===== src/rtl/vc_mem_net_adapter_pkg.sv =====
// Shared sizing helpers for the memory-side network adapter.
// Message layouts: memreq {type,addr,len,data}, memresp {type,len,data}.
package vc_mem_net_adapter_pkg;

  function automatic int clog2_min1(input int n);
    return (n <= 1) ? 1 : $clog2(n);
  endfunction

  function automatic int len_sz(input int data_sz);
    return clog2_min1(data_sz / 8);
  endfunction

  function automatic int memreq_msg_sz(input int addr_sz, input int data_sz);
    return 1 + addr_sz + len_sz(data_sz) + data_sz;
  endfunction

  function automatic int memresp_msg_sz(input int data_sz);
    return 1 + len_sz(data_sz) + data_sz;
  endfunction

  // Network message: {dest, src, payload}, dest in the MSBs.
  function automatic int net_msg_sz(input int payload_sz, input int srcdest_sz);
    return 2 * srcdest_sz + payload_sz;
  endfunction

endpackage


===== src/rtl/vc_mem_net_adapter_src_id_queue.sv =====
// In-order queue of request source ids, any depth >= 1.
// Pipe-mode enqueue: a full queue accepts when it dequeues the same cycle.
module vc_mem_net_adapter_src_id_queue
  import vc_mem_net_adapter_pkg::*;
#(
  parameter int p_depth = 4,
  parameter int p_width = 2,
  localparam int c_cnt_sz = $clog2(p_depth + 1),
  localparam int c_ptr_sz = clog2_min1(p_depth)
)(
  input  logic                clk,
  input  logic                reset,
  input  logic                enq_val,
  output logic                enq_rdy,
  input  logic [p_width-1:0]  enq_bits,
  output logic                deq_val,
  input  logic                deq_rdy,
  output logic [p_width-1:0]  deq_bits,
  output logic [c_cnt_sz-1:0] count
);

  localparam logic [c_ptr_sz-1:0] c_last = c_ptr_sz'(p_depth - 1);
  localparam logic [c_cnt_sz-1:0] c_full = c_cnt_sz'(p_depth);

  logic [p_width-1:0]  mem [p_depth];
  logic [c_ptr_sz-1:0] wr_ptr;
  logic [c_ptr_sz-1:0] rd_ptr;
  logic                full;
  logic                empty;
  logic                enq_fire;
  logic                deq_fire;

  assign full     = (count == c_full);
  assign empty    = (count == '0);
  assign deq_val  = !empty;
  assign deq_fire = deq_val && deq_rdy;
  assign enq_rdy  = !full || deq_fire;
  assign enq_fire = enq_val && enq_rdy;
  assign deq_bits = mem[rd_ptr];

  // Pointers wrap by explicit compare so non-power-of-two depths work.
  always_ff @(posedge clk or negedge reset) begin
    if (!reset) begin
      wr_ptr <= '0;
      rd_ptr <= '0;
      count  <= '0;
    end else begin
      if (enq_fire)
        wr_ptr <= (wr_ptr == c_last) ? '0 : wr_ptr + 1'b1;
      if (deq_fire)
        rd_ptr <= (rd_ptr == c_last) ? '0 : rd_ptr + 1'b1;
      unique case ({enq_fire, deq_fire})
        2'b10:   count <= count + 1'b1;
        2'b01:   count <= count - 1'b1;
        default: count <= count;
      endcase
    end
  end

  // Storage needs no reset; validity is tracked by count.
  always_ff @(posedge clk) begin
    if (enq_fire)
      mem[wr_ptr] <= enq_bits;
  end

endmodule


===== src/rtl/vc_mem_net_adapter.sv =====
// Memory-side network adapter: strips request headers, re-wraps responses.
// Optional: VC_MEM_NET_ADAPTER_DEST_CHECK_EN drops misrouted requests, sets err_dest.
module vc_mem_net_adapter
  import vc_mem_net_adapter_pkg::*;
#(
  parameter int p_router_id    = 0,
  parameter int p_num_nodes    = 4,
  parameter int p_addr_sz      = 8,
  parameter int p_data_sz      = 32,
  parameter int p_max_inflight = 4,
  localparam int c_srcdest_sz     = $clog2(p_num_nodes),
  localparam int c_memreq_msg_sz  = memreq_msg_sz(p_addr_sz, p_data_sz),
  localparam int c_memresp_msg_sz = memresp_msg_sz(p_data_sz),
  localparam int c_reqnet_msg_sz  = net_msg_sz(c_memreq_msg_sz, c_srcdest_sz),
  localparam int c_respnet_msg_sz = net_msg_sz(c_memresp_msg_sz, c_srcdest_sz),
  localparam int c_cnt_sz         = $clog2(p_max_inflight + 1)
)(
  input  logic                        clk,
  input  logic                        reset,
  input  logic [c_reqnet_msg_sz-1:0]  reqnet_msg,
  input  logic                        reqnet_val,
  output logic                        reqnet_rdy,
  output logic [c_memreq_msg_sz-1:0]  memreq_msg,
  output logic                        memreq_val,
  input  logic                        memreq_rdy,
  input  logic [c_memresp_msg_sz-1:0] memresp_msg,
  input  logic                        memresp_val,
  output logic                        memresp_rdy,
  output logic [c_respnet_msg_sz-1:0] respnet_msg,
  output logic                        respnet_val,
  input  logic                        respnet_rdy
`ifdef VC_MEM_NET_ADAPTER_DEST_CHECK_EN
  ,
  output logic                        err_dest
`endif
);

  localparam int c_w = c_reqnet_msg_sz;
  localparam logic [c_srcdest_sz-1:0] c_router_id = c_srcdest_sz'(p_router_id);

  logic [c_srcdest_sz-1:0] dest;
  logic [c_srcdest_sz-1:0] src;
  logic [c_srcdest_sz-1:0] head_src;
  logic [c_cnt_sz-1:0]     count;
  logic                    push_ok;
  logic                    enq_val;
  logic                    deq_val;
  logic                    deq_rdy;
  logic                    dest_bad;

  assign dest       = reqnet_msg[c_w-1 -: c_srcdest_sz];
  assign src        = reqnet_msg[c_w-c_srcdest_sz-1 -: c_srcdest_sz];
  assign memreq_msg = reqnet_msg[c_memreq_msg_sz-1:0];

`ifdef VC_MEM_NET_ADAPTER_DEST_CHECK_EN
  logic unused_count;
  assign unused_count = ^count;
  assign dest_bad     = (dest != c_router_id);

  // Sticky misroute flag; only reset clears it.
  always_ff @(posedge clk or negedge reset) begin
    if (!reset)
      err_dest <= 1'b0;
    else if (reqnet_val && dest_bad)
      err_dest <= 1'b1;
  end
`else
  logic unused_bits;
  assign unused_bits = ^{dest, count};
  assign dest_bad    = 1'b0;
`endif

  // Misrouted messages are consumed without touching the bank or queue.
  assign reqnet_rdy = dest_bad || (memreq_rdy && push_ok);
  assign memreq_val = reqnet_val && push_ok && !dest_bad;
  assign enq_val    = reqnet_val && memreq_rdy && !dest_bad;

  // A response pops only when the network takes it; no bypass when empty.
  assign deq_rdy     = memresp_val && respnet_rdy;
  assign respnet_val = memresp_val && deq_val;
  assign memresp_rdy = respnet_rdy && deq_val;
  assign respnet_msg = {head_src, c_router_id, memresp_msg};

  vc_mem_net_adapter_src_id_queue #(
    .p_depth (p_max_inflight),
    .p_width (c_srcdest_sz)
  ) src_q (
    .clk      (clk),
    .reset    (reset),
    .enq_val  (enq_val),
    .enq_rdy  (push_ok),
    .enq_bits (src),
    .deq_val  (deq_val),
    .deq_rdy  (deq_rdy),
    .deq_bits (head_src),
    .count    (count)
  );

endmodule


===== config.mk =====
export PLATFORM = sky130hd
export DESIGN_NAME = vc_mem_net_adapter
export DESIGN_NICKNAME = d
export VERILOG_FILES = /design/src/rtl/vc_mem_net_adapter_pkg.sv /design/src/rtl/vc_mem_net_adapter_src_id_queue.sv /design/src/rtl/vc_mem_net_adapter.sv
export SDC_FILE = /design/constraint.sdc
export NUM_CORES = 1
export LEC_CHECK = 0
export ABC_CLOCK_PERIOD_IN_PS = 1850
export BUFFER_PORTS_ARGS = -buffer_cell sky130_fd_sc_hd__buf_2
export CELL_PAD_IN_SITES_DETAIL_PLACEMENT = 1
export CELL_PAD_IN_SITES_GLOBAL_PLACEMENT = 2
export CORE_ASPECT_RATIO = 0.8
export CORE_MARGIN = 1.5
export CORE_UTILIZATION = 14
export DETAILED_ROUTE_END_ITERATION = 10
export GPL_TIMING_DRIVEN = 0
export PLACE_DENSITY_LB_ADDON = 0.1
export SLEW_MARGIN = 30
export SYNTH_ARGS = -nofsm -noshare
export SYNTH_HDL_FRONTEND = slang
export SYNTH_SLANG_ARGS = --single-unit

===== constraint.sdc =====
create_clock -name clk -period 1.85 [get_ports clk]
set_input_delay 0 -clock clk [delete_from_list [all_inputs] [get_ports clk]]
set_output_delay 0 -clock clk [all_outputs]
set_load 0.02 [all_outputs]

==> run_results.csv, run 1 <==
group,metric,value,unit
status,status,"finished with violations",
status,violations,"setup timing",
sta,finalCriticalPeriod,1.860,ns
finish,areaGrowthSynthToFinish,55.86,%
clock_tree,cts_buffers,3,
place,dp_hpwl,3489,um
sta,whs,0.1332,ns
sta,slew_headroom,0.6604,
clock_tree,clock_path_buffers,2,
critical_path,critical_path_buf_inv_count,2,
sta,rsz0062_at_grt,"true",
clock_tree,clock_latency,0.24,ns
die,io_pins,174,
sta,tns,-0.01041,ns
power_and_ir_drop,p_seq_frac,0.278,
drt,firstDrtPassIters,3,
power_and_ir_drop,p_sw_frac,0.3717,
finish,drive_above_1_share,0.7490,
critical_path,critical_path.max_stage_delay,0.41,ns
synth,synth_area_per_cell,9.405,um^2
critical_path,path_class,"flop to flop",
critical_path,cp_cell_sequence,"buf_4, inv_1, fa_2, or3_4, and3_1, a211o_1",
synth,ys_ff_latch,15,
sta,setup_viol,1,
drt,drc,0,
synth,ys_seq_area_frac,0.2925,
finish,finalNetCount,350,
clock_tree,path_clk_slew,0.05,ns
critical_path,slowest_stage,"fa_2",
critical_path,cp.arrival,1.98,ns
synth,synthesis.area,1420,um^2
power_and_ir_drop,intPower,1.215,mW
drt,wl,3845,um
drt,drtIter0Drc,18,
job,max_cap_viol_count,0,
critical_path,r2r_setup_slack,-0.01,ns
clock_tree,htree_levels,1,
sta,tightest_slew,0.5070,ns
critical_path,cp_data_required_time,1.97,ns
sta,hold_violations,0,
sta,final.period_utilization,1.006,
synth,netlist-cell-type-count,27,
synth,synth-warning-count,0,
global_route,grt-ovfl-total,0,
clock_tree,cts_sinks,15,
sta,maxSlewViolCount,0,
synth,syn_inst,151,
critical_path,startpoint_type,"flop",
die,start_util,0.1454,
power_and_ir_drop,power.switching,0.7190,mW
power_and_ir_drop,p_leak,1.154,nW
global_route,track_usage,0.06726,
critical_path,cp_top_family,"simple AND/OR/NAND/NOR gates",
sta,fmax,0.5375,GHz
die,dieArea,10760,um^2
finish,final_cells,391,
sta,setup_ws,-0.01041,ns
sta,skew,0.0006328,ns
drt,wl_per_cell,9.834,um
clock_tree,cts_tree,"yes",
drt,antenna_left,0,
critical_path,crit_fanout,4,
power_and_ir_drop,p_per_area,873.9,nW/um^2
place,dpl.cell_count,379,
power_and_ir_drop,p_comb_frac,0.510,
finish,num-fill-cells,1210,
drt,vias,1301,
die,core.rowCount,32,
global_route,grt_pass1_wl,5733,um
global_route,antenna_found_initial,0,
place,port_buffers,91,
die,die_h,93.08,um
finish,seq_area,416.7,um^2
place,dp_slack,-0.3523,ns
power_and_ir_drop,clockPowerShare,0.213,
worst_hold_path,min_path_type,"input pin to asynchronous set/reset pin",
finish,multi_input_area,402.9,um^2
power_and_ir_drop,ir_drop,0.0002606,V
finish,diodes,0,
die,die_w,115.6,um
place,place_congestion,0.6572,
global_route,grt_max_degree,11,
clock_tree,cts_root_buffer,"clkbuf_16",
global_route,grt_pass1_vias,1328,
critical_path,cp-end-kind,"flop",
drt,viasPerCell,3.327,
die,coreArea,9769,um^2
==> synthesized netlist by cell type <==
cell type / instances / area [um^2]
a211o_1: 1 / 8.760
a21oi_1: 3 / 15.01
a22oi_1: 1 / 7.510
a31oi_1: 1 / 6.260
and2_1: 6 / 37.54
and2_4: 1 / 8.760
and3_1: 1 / 6.260
buf_2: 1 / 5.000
buf_4: 80 / 600.6
conb_1: 1 / 3.750
dfrtp_1: 7 / 175.2
edfxtp_1: 8 / 240.2
fa_1: 1 / 20.02
ha_1: 5 / 62.56
inv_1: 4 / 15.01
mux2_2: 2 / 22.52
mux4_2: 2 / 45.04
nand2_1: 5 / 18.77
nand3_1: 2 / 10.01
nand4b_1: 1 / 8.760
nor2_1: 5 / 18.77
nor2b_1: 2 / 12.51
nor3_1: 1 / 5.000
o211ai_1: 2 / 15.01
o21ai_0: 3 / 15.01
or3_1: 3 / 18.77
xnor2_1: 2 / 17.52
==> cell type report <==
| cell class | count | share of cell area |
|---|---|---|
| Inverter | 4 | 0.006784 |
| Tap cell | 136 | 0.07688 |
| Clock inverter | 1 | 0.002261 |
| Sequential cell | 15 | 0.1882 |
| Buffer | 81 | 0.2736 |
| Multi-Input combinational cell | 52 | 0.1820 |
| Timing Repair Buffer | 99 | 0.2363 |
| Clock buffer | 3 | 0.03392 |
==> sequential cells by signal, indices dropped and copies added, names as in the netlist <==
signal	count
src_q.mem	8
src_q.count	3
src_q.rd_ptr	2
src_q.wr_ptr	2
==> kinds of logic after synthesis <==
| family | after synthesis | synth area share |
|---|---|---|
| AOI/OAI and AO/OA | 11 | 0.04757 |
| xor gates and xnor gates | 2 | 0.01234 |
| adders and majority gates | 6 | 0.05815 |
| buffers and inverters | 85 | 0.4370 |
| DFF | 15 | 0.2925 |
| muxes | 4 | 0.04757 |
| other | 1 | 0.002641 |
| and+or+nand+nor | 27 | 0.1022 |
==> cell usage in the layout, fill, tap and decap left out, types with 2 or more instances in the layout <==
cell and instances:
buf_2 92, buf_4 85, edfxtp_1 8, and2_1 6, dfrtp_1 6, nand2_1 5
ha_1 5, inv_1 4, nor2_1 4, o21ai_0 3, a21oi_1 3, clkbuf_16 3
dlygate4sd3_1 3, mux4_2 2, nor2b_1 2, nand3_1 2, mux2_2 2, xnor2_1 2
or3_1 2, o211ai_1 2, conb_1 2
==> stage by stage <==
step                      power (mW)  cell area (um^2)    util
after global routing           2.100              2213  0.2266
after CTS                      1.972              2208  0.2261
after detailed placement       1.464              2057  0.2106
after floorplan                1.207              1431       -
after global placement         1.477              2057  0.2106
final                          1.934              2213  0.2266
==> power by group through the flow <==
stage               Sequential [mW]  Clock [mW]  Combinational [mW]
global placement              0.573           0               0.903
floorplan                     0.536           0               0.672
detailed placement            0.567           0               0.897
global route                  0.555       0.450                1.10
CTS                           0.540       0.429                1.00
finish                        0.537       0.411               0.986
==> metal layers <==
metal | vias up | GRT usage | wire [um]
met1 | 597 | 0.06714 | 1385
met3 | 0 | 0.02333 | 377
met4 | 0 | 0.006173 | 0
met5 | - | 0 | 0
met2 | 87 | 0.1366 | 2083
li1 | 617 | - | -
==> worst paths after layout <==
check,start,endpoint,depth (start not counted)
worst max-delay path,src_q.count[0]$_DFFE_PN0P_,src_q.count[2]$_DFFE_PN0P_,6
worst min-delay path,reset,src_q.rd_ptr[0]$_DFFE_PN0P_,2
worst max register to register,src_q.count[0]$_DFFE_PN0P_,src_q.count[2]$_DFFE_PN0P_,6
worst min register to register,src_q.rd_ptr[1]$_DFFE_PN0P_,src_q.rd_ptr[1]$_DFFE_PN0P_,1
max in group asynchronous,reset,src_q.count[2]$_DFFE_PN0P_,2
min in group clk,reqnet_msg[3],memreq_msg[3],2
==> what timing repair did <==
action | in CTS | in global routing
setup endpoints to repair | 2 | 2
pin swaps | 2 | 0
endpoints found under the hold margin | 15 | 0
setup buffers | 5 | 0
hold buffers | 3 | 0
resized for setup | 2 | 1
(Power assumes the default switching activity.)
==> run 2: changes to the inputs <==
- GPL_TIMING_DRIVEN: 0 -> unset
==> run 2 against run 1 <==
Compared with the run above: the flow now finishes without violations; global-route usage decreased by 0.86 points; die area unchanged; maximum frequency increased by 1.1%; sequential share of layout area increased by 14 points; combinational power decreased by 29%; sequential cell count unchanged; clock power increased by 7.1%; utilization decreased by 9.9 points; critical path type unchanged; critical endpoint unchanged; highest routed layer is now met4.
==> run_results.csv, run 2 (synthesis gave the netlist of run 1 again) <==
group,metric,value,unit
drt,vias,726,
drt,wl_per_cell,13.65,um
global_route,antenna_found_initial,0,
critical_path,cp_data_required_time,1.99,ns
finish,diodes,0,
sta,setup_viol,0,
finish,final_cell_mix,"13 x buf_2, 9 x buf_4, 8 x edfxtp_1",
die,start_util,0.1454,
finish,largest_reg_flops,8,
critical_path,cp.arrival,1.98,ns
drt,wl,3221,um
job,max_cap_viol_count,0,
die,core.rowCount,32,
critical_path,path_class,"flop to flop",
sta,slew_headroom,0.6271,
clock_tree,clock_path_buffers,2,
place,dp_hpwl,2641,um
status,status,"finished, final reports clean",
critical_path,startpoint_type,"flop",
critical_path,cp-end-kind,"flop",
sta,tightest_slew,0.5567,ns
critical_path,worst_r2r_path_depth,7,
sta,hold_violations,0,
power_and_ir_drop,p_leak,0.4788,nW
die,io_pins,174,
place,placed_cell_area,1121,um^2
place,port_buffers,13,
global_route,grt-ovfl-total,0,
sta,finalCriticalPeriod,1.841,ns
clock_tree,cts_tree,"yes",
drt,antenna_left,0,
finish,design_area,1249,um^2
sta,skew,0.005230,ns
critical_path,crit_end,"src_q.count[2]$_DFFE_PN0P_",
critical_path,crit_fanout,2,
clock_tree,htree_levels,1,
global_route,grt_max_degree,12,
drt,firstDrtPassIters,4,
sta,maxSlewViolCount,0,
critical_path,cp-startpoint,"src_q.count[2]$_DFFE_PN0P_",
sta,setup_ws,0.009210,ns
power_and_ir_drop,ir_drop,0.0002955,V
die,dieArea,10760,um^2
place,place_congestion,0.6624,
drt,drtIter0Drc,17,
sta,rsz0062_at_grt,"true",
clock_tree,cts_buffers,3,
clock_tree,clock_latency,0.25,ns
finish,num-fill-cells,1154,
finish,largestRegisters,"src_q.mem: 8 flops, src_q.count: 3 flops",
sta,whs,0.000007666,ns
critical_path,r2r_start,"src_q.count[2]$_DFFE_PN0P_",
finish,finalNetCount,195,
critical_path,r2r-end,"src_q.count[2]$_DFFE_PN0P_",
critical_path,r2r_setup_slack,0.009,ns
drt,viasPerCell,3.076,
clock_tree,cts_sinks,15,
worst_hold_path,min_path_type,"input pin to output port",
drt,drc,0,
place,dp_slack,-0.05839,ns
finish,layout_commonest_cell,"buf_2",
sta,final.period_utilization,0.9950,
power_and_ir_drop,p_per_area,1340,nW/um^2
clock_tree,path_clk_slew,0.06,ns
die,die_h,93.08,um
finish,areaGrowthSynthToFinish,-12.07,%
global_route,grt_pass1_wl,4609,um
die,die_w,115.6,um
global_route,track_usage,0.05865,
global_route,grt_pass1_vias,793,
finish,largest_register,"src_q.mem",
die,coreArea,9769,um^2
finish,drive_above_1_share,0.3500,
sta,fmax,0.5432,GHz
clock_tree,cts_root_buffer,"clkbuf_16",
[run 2: cell types whose count changed in the layout (fill, tap and decap cells not counted), sizes merged]
cell / before / now
buf: 177 / 22
[run 2: per-stage QoR]
stage	cells	power (mW)	utilization	TNS (ns)
2_1_floorplan	152	1.207	-	-0.09042
3_3_place_gp	228	1.248	0.1148	-0.04133
3_5_place_dp	228	1.232	0.1148	-0.05839
4_1_cts	236	1.696	0.1268	0
5_1_grt	236	1.811	0.1278	-0.05878
6_report	236	1.674	0.1278	0
[run 2: per-layer routing]
| layer | vias to the layer above | wire length (um) | share of wire | GRT usage |
|---|---|---|---|---|
| met5 | - | 0 | 0 | 0 |
| met3 | 40 | 408 | 0.13 | 0.03889 |
| met4 | 0 | 216 | 0.067 | 0.04424 |
| met2 | 51 | 1436 | 0.45 | 0.09024 |
| met1 | 328 | 1160 | 0.36 | 0.05542 |
| li1 | 307 | - | - | - |
[run 2: report_power, final]
group | switching [mW] | internal, mW
registers | 0.0876 | 0.449
clock network | 0.151 | 0.289
logic | 0.357 | 0.340
[run 2: how the worst min path moves through the flow]
| stage | from | endpoint | cells past startpoint |
|---|---|---|---|
| after floorplan | reset | src_q.count[0]$_DFFE_PN0P_ | 0 |
| after global placement | reset | src_q.rd_ptr[1]$_DFFE_PN0P_ | 1 |
| after detailed placement | reset | src_q.rd_ptr[1]$_DFFE_PN0P_ | 1 |
| after CTS | reqnet_msg[10] | memreq_msg[10] | 0 |
| after global routing | memresp_msg[21] | respnet_msg[21] | 0 |
| final | reqnet_msg[7] | memreq_msg[7] | 0 |
[run 2: final cells by class]
| type | count | area [um^2] | area share |
|---|---|---|---|
| sequential | 15 | 415.4 | 0.3327 |
| clock inverter | 1 | 5.005 | 0.004008 |
| clock buffer | 3 | 75.07 | 0.06012 |
| multi-input combinational | 52 | 405.4 | 0.3246 |
| inverter | 4 | 15.01 | 0.01202 |
| tap | 136 | 170.2 | 0.1363 |
| timing repair buffer | 25 | 162.7 | 0.1303 |
[run 2: critical path, stage by stage, from the launching register on]
cell,delay (ns)
dfrtp_1,0.38
nor3_2,0.06
nor2_1,0.13
nand2_1,0.09
fa_2,0.35
or3_4,0.34
and3_4,0.17
a211o_1,0.22
[run 2: what timing repair did]
action,CTS,global route
cloned,0,0
endpoints found under the hold margin,15,0
gates resized for setup,0,2
buffers inserted,1,0
hold buffers,3,0
endpoints found under the setup margin,1,1
pin swaps,3,0
==> run 3: changes to the inputs <==
- CELL_PAD_IN_SITES_DETAIL_PLACEMENT: 1 -> unset
- CELL_PAD_IN_SITES_GLOBAL_PLACEMENT: 2 -> unset
- CORE_UTILIZATION: 14 -> 30
- PLACE_DENSITY: unset -> 0.78
- PLACE_DENSITY_LB_ADDON: 0.1 -> unset
- TNS_END_PERCENT: unset -> 50
==> run 3 against run 2 <==
Compared with the run above: via count decreased by 1.4%; die area decreased by 52%; sequential power decreased by 2%; maximum frequency increased by 2.1%; first-iteration DRC count increased by 130%; worst setup slack improved by 0.038 ns; largest power group unchanged.
==> run_results.csv, run 3 (synthesis gave the netlist of run 1 again) <==
group,metric,value,unit
status,status,"finished, final reports clean",
critical_path,r2r_start,"src_q.count[1]$_DFFE_PN0P_",
die,coreArea,4569,um^2
power_and_ir_drop,p_per_area,1306,nW/um^2
drt,firstDrtPassIters,4,
drt,wl_per_cell,11.77,um
clock_tree,cts_root_buffer,"clkbuf_8",
critical_path,r2r_setup_slack,0.05,ns
die,die_h,64.54,um
critical_path,cp-end-kind,"flop",
clock_tree,clock_path_buffers,2,
sta,maxSlewViolCount,0,
die,dieArea,5158,um^2
finish,largest_reg_flops,8,
worst_hold_path,min_path_type,"input pin to output port",
job,max_cap_viol_count,0,
critical_path,path_class,"flop to flop",
global_route,grt_max_degree,12,
global_route,grt_pass1_wl,2891,um
global_route,track_usage,0.07401,
finish,diodes,0,
sta,rsz0062_at_grt,"true",
clock_tree,cts_tree,"yes",
place,dp_slack,-0.05680,ns
global_route,grt_pass1_vias,647,
sta,final.period_utilization,0.9745,
drt,vias,716,
critical_path,cp_data_required_time,1.98,ns
worst_hold_path,hold_path_depth,0,
critical_path,r2r-end,"src_q.count[2]$_DFFE_PN0P_",
clock_tree,cts_sinks,15,
finish,final_cells,164,
finish,largestRegisters,"src_q.mem: 8 flops, src_q.count: 3 flops",
die,io_pins,174,
clock_tree,htree_levels,1,
global_route,antenna_found_initial,0,
critical_path,cp.arrival,1.93,ns
sta,slew_headroom,0.6215,
sta,hold_violations,0,
critical_path,slowest_stage,"dfrtp_1",
critical_path,worst_r2r_path_depth,7,
drt,viasPerCell,4.366,
critical_path,critical_path.max_stage_delay,0.36,ns
drt,drc,0,
clock_tree,clock_latency,0.25,ns
worst_hold_path,min_from,"reqnet_msg[39]",
place,port_buffers,13,
place,dp_hpwl,1486,um
power_and_ir_drop,ir_drop,0.0003431,V
power_and_ir_drop,p_leak,0.4815,nW
drt,antenna_left,0,
sta,finalCriticalPeriod,1.803,ns
critical_path,crit_fanout,2,
sta,tightest_slew,0.5651,ns
finish,final_cell_mix,"13 x buf_2, 13 x buf_4, 8 x edfxtp_1",
place,place_congestion,0.7405,
worst_hold_path,min_to,"memreq_msg[39]",
finish,drive_above_1_share,0.3654,
sta,skew,0.006638,ns
die,start_util,0.3108,
drt,wl,1930,um
finish,largest_register,"src_q.mem",
sta,setup_viol,0,
sta,setup_ws,0.04712,ns
drt,drtIter0Drc,39,
clock_tree,path_clk_slew,0.06,ns
critical_path,cp_top_family,"simple AND/OR/NAND/NOR gates",
sta,fmax,0.5547,GHz
die,die_w,79.92,um
finish,finalNetCount,199,
die,core.rowCount,22,
finish,areaGrowthSynthToFinish,-19.56,%
place,dpl.cell_count,152,
clock_tree,cts_buffers,3,
critical_path,critical_path_buf_inv_count,0,
critical_path,cp_cell_sequence,"nor3_2, nor2_2, nand2_1, fa_2, or3_1, and3_1, a211o_1",
global_route,grt-ovfl-total,0,
critical_path,startpoint_type,"flop",
-- run 3: cell types whose count changed in the layout (fill, tap and decap cells not counted), sizes merged --
| cell | delta |
|---|---|
| buf | +4 |
-- run 3: area by class of cell --
class                   count  area (um^2)
clock buffers               3        41.29
clock inverters             1        5.005
fillers                   489         3427
inverters                   4        15.01
multi-input cells          52        397.9
flip-flops and latches     15        415.4
well taps                  60        75.07
repair buffers             29        192.7
-- run 3: how the worst max path moves through the flow --
stage,from,end,slack (ns),depth (start not counted)
finish,src_q.count[1]$_DFFE_PN0P_,src_q.count[2]$_DFFE_PN0P_,0.05,7
global route,src_q.count[1]$_DFFE_PN0P_,src_q.count[2]$_DFFE_PN0P_,-0.04,7
CTS,src_q.count[1]$_DFFE_PN0P_,src_q.count[2]$_DFFE_PN0P_,-0.01,7
detailed placement,src_q.count[2]$_DFFE_PN0P_,src_q.count[2]$_DFFE_PN0P_,-0.06,7
global placement,src_q.count[2]$_DFFE_PN0P_,src_q.count[2]$_DFFE_PN0P_,0.03,7
floorplan,src_q.count[2]$_DFFE_PN0P_,src_q.count[2]$_DFFE_PN0P_,-0.09,7
-- run 3: metrics by stage --
stage	util	hold slack (ns)	instance area, um^2	setup TNS, ns	total power, mW
detailed placement	0.2245	-0.1560	1026	-0.05680	1.183
CTS	0.2478	0.0001367	1132	-0.01130	1.493
floorplan	-	-0.2956	1431	-0.09042	1.207
global route	0.2500	0.00002926	1142	-0.04014	1.610
finish	0.2500	0.000008814	1142	0	1.491
global placement	0.2245	-0.1584	1026	0	1.162
-- run 3: timing repair --
item / 4_1_cts / 5_1_grt
pin swaps: 5 / 4
gates resized for setup: 0 / 1
hold endpoints to repair: 15 / 0
hold buffers: 3 / 0
endpoints found under the setup margin: 1 / 2
buffers inserted: 4 / 1
cloned: 0 / 0
-- run 3: where the power goes --
group          switching [mW]  internal, mW
combinational           0.343         0.359
sequential             0.0760         0.448
clock                   0.115         0.149
-- run 3: layer usage --
| layer | wire length (um) | global-route usage |
|---|---|---|
| met4 | 85 | 0.06897 |
| met2 | 814 | 0.09139 |
| met5 | 0 | 0 |
| met3 | 270 | 0.06056 |
| met1 | 760 | 0.07573 |
